### src/rtl/i2c_target_regs.sv
// I2C target exposing a NUM_REGS x 8-bit register file with an auto-incrementing pointer.
// Define I2C_TARGET_GLITCH_FILTER_EN to add a 3-sample majority filter on scl/sda.
module i2c_target_regs #(
  parameter logic [6:0]  SLAVE_ADDR = 7'h22,
  parameter int unsigned NUM_REGS   = 16
) (
  input  logic                        clk_i,
  input  logic                        rst_n_i,
  input  logic                        scl_i,
  input  logic                        sda_i,
  output logic                        sda_o,
  output logic                        busy_o,
  output logic                        wr_stb_o,
  output logic [$clog2(NUM_REGS)-1:0] wr_idx_o,
  output logic [7:0]                  wr_data_o
);

  localparam int unsigned IW = $clog2(NUM_REGS);
  localparam int unsigned CW = 4;

  typedef enum logic [2:0] {
    IDLE, ADDR, ADDR_ACK, WR_BYTE, WR_ACK, RD_BYTE, RD_ACK, IGNORE
  } state_t;

  // Bus synchronizers; reset to the idle-bus level so reset release looks quiet
  logic [1:0] scl_sync_q, sda_sync_q;
  logic       scl_s, sda_s;

  always_ff @(posedge clk_i or negedge rst_n_i) begin
    if (!rst_n_i) begin
      scl_sync_q <= 2'b11;
      sda_sync_q <= 2'b11;
    end else begin
      scl_sync_q <= {scl_sync_q[0], scl_i};
      sda_sync_q <= {sda_sync_q[0], sda_i};
    end
  end

`ifdef I2C_TARGET_GLITCH_FILTER_EN
  // Majority of three samples drops single-cycle pulses
  logic [2:0] scl_hist_q, sda_hist_q;
  logic       scl_filt_q, sda_filt_q;

  always_ff @(posedge clk_i or negedge rst_n_i) begin
    if (!rst_n_i) begin
      scl_hist_q <= 3'b111;
      sda_hist_q <= 3'b111;
      scl_filt_q <= 1'b1;
      sda_filt_q <= 1'b1;
    end else begin
      scl_hist_q <= {scl_hist_q[1:0], scl_sync_q[1]};
      sda_hist_q <= {sda_hist_q[1:0], sda_sync_q[1]};
      scl_filt_q <= (scl_hist_q[0] & scl_hist_q[1]) | (scl_hist_q[1] & scl_hist_q[2]) |
                    (scl_hist_q[0] & scl_hist_q[2]);
      sda_filt_q <= (sda_hist_q[0] & sda_hist_q[1]) | (sda_hist_q[1] & sda_hist_q[2]) |
                    (sda_hist_q[0] & sda_hist_q[2]);
    end
  end

  assign scl_s = scl_filt_q;
  assign sda_s = sda_filt_q;
`else
  assign scl_s = scl_sync_q[1];
  assign sda_s = sda_sync_q[1];
`endif

  logic scl_prev_q, sda_prev_q;
  logic scl_rise_c, scl_fall_c, start_c, stop_c;

  always_ff @(posedge clk_i or negedge rst_n_i) begin
    if (!rst_n_i) begin
      scl_prev_q <= 1'b1;
      sda_prev_q <= 1'b1;
    end else begin
      scl_prev_q <= scl_s;
      sda_prev_q <= sda_s;
    end
  end

  assign scl_rise_c = scl_s & ~scl_prev_q;
  assign scl_fall_c = ~scl_s & scl_prev_q;
  assign start_c    = scl_s & scl_prev_q & sda_prev_q & ~sda_s;
  assign stop_c     = scl_s & scl_prev_q & ~sda_prev_q & sda_s;

  state_t          state_q, state_d;
  logic [CW-1:0]   bit_cnt_q, bit_cnt_d;
  logic [7:0]      shift_q, shift_d;
  logic [7:0]      tx_q, tx_d;
  logic [IW-1:0]   ptr_q, ptr_d;
  logic            first_q, first_d;
  logic            rw_q, rw_d;
  logic            sda_q, sda_d;
  logic            busy_q, busy_d;
  logic            wr_stb_q, wr_stb_d;
  logic [IW-1:0]   wr_idx_q, wr_idx_d;
  logic [7:0]      wr_data_q, wr_data_d;
  logic            reg_we_c;
  logic [7:0]      regs_q [NUM_REGS];

  always_ff @(posedge clk_i or negedge rst_n_i) begin
    if (!rst_n_i) begin
      state_q   <= IDLE;
      bit_cnt_q <= '0;
      shift_q   <= '0;
      tx_q      <= '0;
      ptr_q     <= '0;
      first_q   <= 1'b0;
      rw_q      <= 1'b0;
      sda_q     <= 1'b1;
      busy_q    <= 1'b0;
      wr_stb_q  <= 1'b0;
      wr_idx_q  <= '0;
      wr_data_q <= '0;
    end else begin
      state_q   <= state_d;
      bit_cnt_q <= bit_cnt_d;
      shift_q   <= shift_d;
      tx_q      <= tx_d;
      ptr_q     <= ptr_d;
      first_q   <= first_d;
      rw_q      <= rw_d;
      sda_q     <= sda_d;
      busy_q    <= busy_d;
      wr_stb_q  <= wr_stb_d;
      wr_idx_q  <= wr_idx_d;
      wr_data_q <= wr_data_d;
    end
  end

  always_ff @(posedge clk_i or negedge rst_n_i) begin
    if (!rst_n_i) begin
      for (int i = 0; i < int'(NUM_REGS); i++) regs_q[i] <= 8'h00;
    end else if (reg_we_c) begin
      regs_q[ptr_q] <= shift_q;
    end
  end

  // Protocol FSM: sda_o only moves on a detected scl fall, or is released by START/STOP
  always_comb begin
    state_d   = state_q;
    bit_cnt_d = bit_cnt_q;
    shift_d   = shift_q;
    tx_d      = tx_q;
    ptr_d     = ptr_q;
    first_d   = first_q;
    rw_d      = rw_q;
    sda_d     = sda_q;
    busy_d    = busy_q;
    wr_stb_d  = 1'b0;
    wr_idx_d  = wr_idx_q;
    wr_data_d = wr_data_q;
    reg_we_c  = 1'b0;

    if (start_c) begin
      state_d   = ADDR;
      bit_cnt_d = '0;
      sda_d     = 1'b1;
      busy_d    = 1'b1;
    end else if (stop_c) begin
      state_d   = IDLE;
      bit_cnt_d = '0;
      sda_d     = 1'b1;
      busy_d    = 1'b0;
    end else begin
      unique case (state_q)
        ADDR: begin
          if (scl_rise_c) begin
            shift_d   = {shift_q[6:0], sda_s};
            bit_cnt_d = bit_cnt_q + CW'(1);
          end else if (scl_fall_c && bit_cnt_q == CW'(8)) begin
            if (shift_q[7:1] == SLAVE_ADDR) begin
              state_d = ADDR_ACK;
              sda_d   = 1'b0;
              rw_d    = shift_q[0];
            end else begin
              state_d = IGNORE;
            end
          end
        end
        ADDR_ACK: begin
          if (scl_fall_c) begin
            bit_cnt_d = '0;
            if (rw_q) begin
              state_d = RD_BYTE;
              tx_d    = regs_q[ptr_q];
              sda_d   = regs_q[ptr_q][7];
            end else begin
              state_d = WR_BYTE;
              sda_d   = 1'b1;
              first_d = 1'b1;
            end
          end
        end
        WR_BYTE: begin
          if (scl_rise_c) begin
            shift_d   = {shift_q[6:0], sda_s};
            bit_cnt_d = bit_cnt_q + CW'(1);
          end else if (scl_fall_c && bit_cnt_q == CW'(8)) begin
            state_d = WR_ACK;
            sda_d   = 1'b0;
            if (first_q) begin
              ptr_d = shift_q[IW-1:0];
            end else begin
              reg_we_c  = 1'b1;
              wr_stb_d  = 1'b1;
              wr_idx_d  = ptr_q;
              wr_data_d = shift_q;
              ptr_d     = ptr_q + IW'(1);
            end
          end
        end
        WR_ACK: begin
          if (scl_fall_c) begin
            state_d   = WR_BYTE;
            bit_cnt_d = '0;
            first_d   = 1'b0;
            sda_d     = 1'b1;
          end
        end
        RD_BYTE: begin
          if (scl_rise_c) begin
            bit_cnt_d = bit_cnt_q + CW'(1);
          end else if (scl_fall_c) begin
            if (bit_cnt_q == CW'(8)) begin
              state_d = RD_ACK;
              sda_d   = 1'b1;
              ptr_d   = ptr_q + IW'(1);
            end else begin
              tx_d  = {tx_q[6:0], 1'b1};
              sda_d = tx_q[6];
            end
          end
        end
        RD_ACK: begin
          if (scl_rise_c && sda_s) begin
            state_d = IGNORE;
            sda_d   = 1'b1;
          end else if (scl_fall_c) begin
            state_d   = RD_BYTE;
            bit_cnt_d = '0;
            tx_d      = regs_q[ptr_q];
            sda_d     = regs_q[ptr_q][7];
          end
        end
        default: begin
          sda_d = 1'b1;
        end
      endcase
    end
  end

  assign sda_o     = sda_q;
  assign busy_o    = busy_q;
  assign wr_stb_o  = wr_stb_q;
  assign wr_idx_o  = wr_idx_q;
  assign wr_data_o = wr_data_q;

endmodule

### config.mk
export PLATFORM = sky130hd
export DESIGN_NAME = i2c_target_regs
export DESIGN_NICKNAME = d
export VERILOG_FILES = /design/src/rtl/i2c_target_regs.sv
export SDC_FILE = /design/constraint.sdc
export NUM_CORES = 1
export LEC_CHECK = 0
export BUFFER_PORTS_ARGS = -buffer_cell sky130_fd_sc_hd__clkbuf_2
export CORE_MARGIN = 3
export CORE_UTILIZATION = 45
export CTS_CLUSTER_DIAMETER = 80
export CTS_CLUSTER_SIZE = 20
export DETAILED_ROUTE_END_ITERATION = 6
export GPL_ROUTABILITY_DRIVEN = 0
export PLACE_DENSITY = 0.7
export SETUP_SLACK_MARGIN = 0.1
export SLEW_MARGIN = 20
export SYNTH_ARGS = -nofsm -noshare
export SYNTH_HDL_FRONTEND = slang
export SYNTH_SLANG_ARGS = --single-unit
### constraint.sdc
create_clock -name clk_i -period 2 [get_ports clk_i]
set_input_delay 0.2 -clock clk_i [delete_from_list [all_inputs] [get_ports clk_i]]
set_output_delay 0.2 -clock clk_i [all_outputs]
set_load 0.005 [all_outputs]
==> results.md <==
- Die width: 141 µm
- Largest area contributor in the netlist: dfrtp_1
- Sequential fraction of the synthesis area: 53.9%
- Clock transition at the registers of the reported paths: 0.07 ns
- Critical path type: reg2reg
- Number of remaining DRC errors: 0
- Grt ovf: 0
- Synth Warn #: 0
- Critical-path cell list: inv_1 -> ha_2 -> nand3b_1 -> buf_4 -> or3_1 -> a32o_2 -> a2111o_1 -> o32a_1
- Violated checks: setup timing
- VDD IR max: 0.000766 V
- 1st-iter DRT viols: 370
- Outcome: complete, but fails checks
- Filler instances: 1328
- Worst-Skew Late Latency: 0.43 ns
- Clock Tree Root: clkbuf_16
- CTS buffer count: 17
- Least-Margin Pin Slew: 0.543 ns
- Setup-failing EPs final: 132
- Post-Synthesis Cells: 605
- CTS tree: yes
- Worst path arrival time: 2.48 ns
- Pre-CTS setup slack: -0.0686 ns
- Leak: 0.00475 µW
- Synthesis-to-finish area growth: 24.8%
- Largest net degree at the start of global routing: 60
- Delay-heaviest family, CP: compound AO/OA/AOI/OAI gates
- Worst-path maximum fanout: 2
- GR Util All Layers: 20.4%
- Vert. Die Dim: 141 µm
- CP Launch Type: register
- Post-Syn Nets: 615
- Post-synth top flop: dfrtp_1
- Dpl hpwl: 12900 µm
- MaxCap Viol Count: 0
- Clk sink count: 177
- Final WS setup: -0.131 ns
- Layout Nets: 677
- Final instance area: 0.0103 mm²
- Post-DR wirelength/cell: 21.9 µm
- Post-synth EDFFs: 0
- Die area: 0.0200 mm²
- First-pass GRT wire length: 31400 µm
- Slowest cell delay on critical path: 0.38 ns
- Final Core Density: 58.4%
- Reg area: 0.00444 mm²
- Multi-input logic area: 0.00396 mm²
- Antenna Violating Nets Remaining: 0
- Setup TNS: -8.70 ns
- Initial antenna violation count: 0
- Vias in the first global route: 5753
- Final wirelength: 19800 µm
- Share of the synthesized area in the top cell type: 51.6%
- Fin crit share: 107%
- Asr flop ratio synth: 100%
- Share of layout cells above drive strength 1: 55.0%
- Diodes inserted: 0
- Core area: 0.0176 mm²
- CP endpoint kind: register
- Rows: 48
- Pwr/cell area: 862 mW/mm²
- Worst hold margin: 0.321 ns
- IO Count: 19
- Final hold violations: 0
- Worst Path Required: 2.35 ns
- Hold Path Class: in2async
- Tmin final: 2.13 ns
- TritonRoute pass-1 iters: 4
- Most frequent cells after synthesis: dfrtp_1, mux2_2, mux4_2
- RSZ-0062 raised after global routing: yes
- Top-count cell post-synth: dfrtp_1
- Clk buf depth: 2
- Max-slew violations: 0
- R2r startpoint: bit_cnt_q[0]$_DFFE_PN0P_
- Initial core utilization: 46.8%
- IO buf count: 18
- Relative slew slack: 63.8%
- Post-synthesis cell type count: 49
- Vias per cell: 5.87
- CP max-delay cell: dfrtp_1
- H-tree levels: 4
- Register bit total from synthesis: 177
- Dpl cell area: 0.00912 mm²
- Max Freq: 0.469 GHz
- Cell area after synthesis: 0.00824 mm²
- Syn Area/Cell: 13.6 µm²
- Skew final: 0.0108 ns
- Top area cells in the synthesized netlist: dfrtp_1, mux2_2, mux4_2
- Via count: 5314
- WP buf/inv: 2
- CP Launch Point: bit_cnt_q[0]$_DFFE_PN0P_
stage by stage:
stage | cells | total power (µW)
final | 905 | 8860
after global placement | 861 | 5450
after floorplan | 605 | 4910
after global routing | 905 | 9260
after CTS | 897 | 8740
after detailed placement | 861 | 5530
sequential cells by signal (all words and copies together) (netlist names), 3 cells and up:
register	count
regs_q	128
shift_q	8
wr_data_o	8
tx_q	7
bit_cnt_q	4
ptr_q	4
wr_idx_o	4
state_q	3
path summary, 6_finish.rpt:
| check | slack [ns] | cells after the start | endpoint |
|---|---|---|---|
| max | -0.13 | 8 | sda_o$_DFFE_PN1P_ |
| max in group asynchronous | 0.98 | 3 | sda_o$_DFFE_PN1P_ |
| min reg2reg | 0.35 | 0 | scl_sync_q[1]$_DFF_PN1_ |
| min | 0.32 | 2 | regs_q[3]$_DFFE_PN0P_ |
| max reg2reg | -0.13 | 8 | sda_o$_DFFE_PN1P_ |
| min in group clk_i | 0.35 | 0 | scl_sync_q[1]$_DFF_PN1_ |
final cells by class:
cell class,instances,share of cell area (%)
flip-flops and latches,177,43.2
repair buffers,100,9.80
inverters,7,0.256
well taps,225,2.74
clock inverters,15,1.41
clock buffers,17,4.14
multi-input cells,364,38.5
cells in the final DEF (no fill, tap or decap), types with 10 or more instances in the layout:
master	n
a21oi_2	10
nand2_1	12
a21oi_1	18
buf_12	18
buf_4	49
buf_6	11
mux2_4	52
and3_4	15
clkbuf_2	17
a22oi_2	13
dfrtp_1	169
mux2_2	98
clkbuf_16	18
o21ai_0	13
mux4_2	31
nor2_1	23
power by group:
part | internal, µW | switching, µW
sequential | 3770 | 181
combinational | 663 | 1040
clock | 1660 | 1550
total | 6090 | 2770
routing by layer:
metal	global-route usage (%)	up-vias	part of all wire (%)
li1	-	2337	-
met1	26.6	2838	43
met2	34.4	114	52
met3	4.25	25	3.8
met4	6.83	0	1.7
met5	0	-	0
kinds of logic (layout without fill, tap and decap cells):
group | count (synthesis) | after routing | share of synthesized area (%)
muxes | 189 | 189 | 30.0
DFF | 177 | 177 | 53.9
and+or+nand+nor | 90 | 90 | 5.74
AOI/OAI and AO/OA | 76 | 76 | 5.77
buffers and inverters | 64 | 139 | 3.42
adders and majority gates | 6 | 6 | 0.911
xor gates and xnor gates | 3 | 3 | 0.319
what timing repair did:
item,4_1_cts,5_1_grt
buffers inserted,1,8
gates resized for setup,39,81
pin swaps,10,14
cloned,0,1
endpoints found under the hold margin,51,0
hold buffers,3,0
endpoints found under the setup margin,146,154
Power figures use the tool's default switching activity.
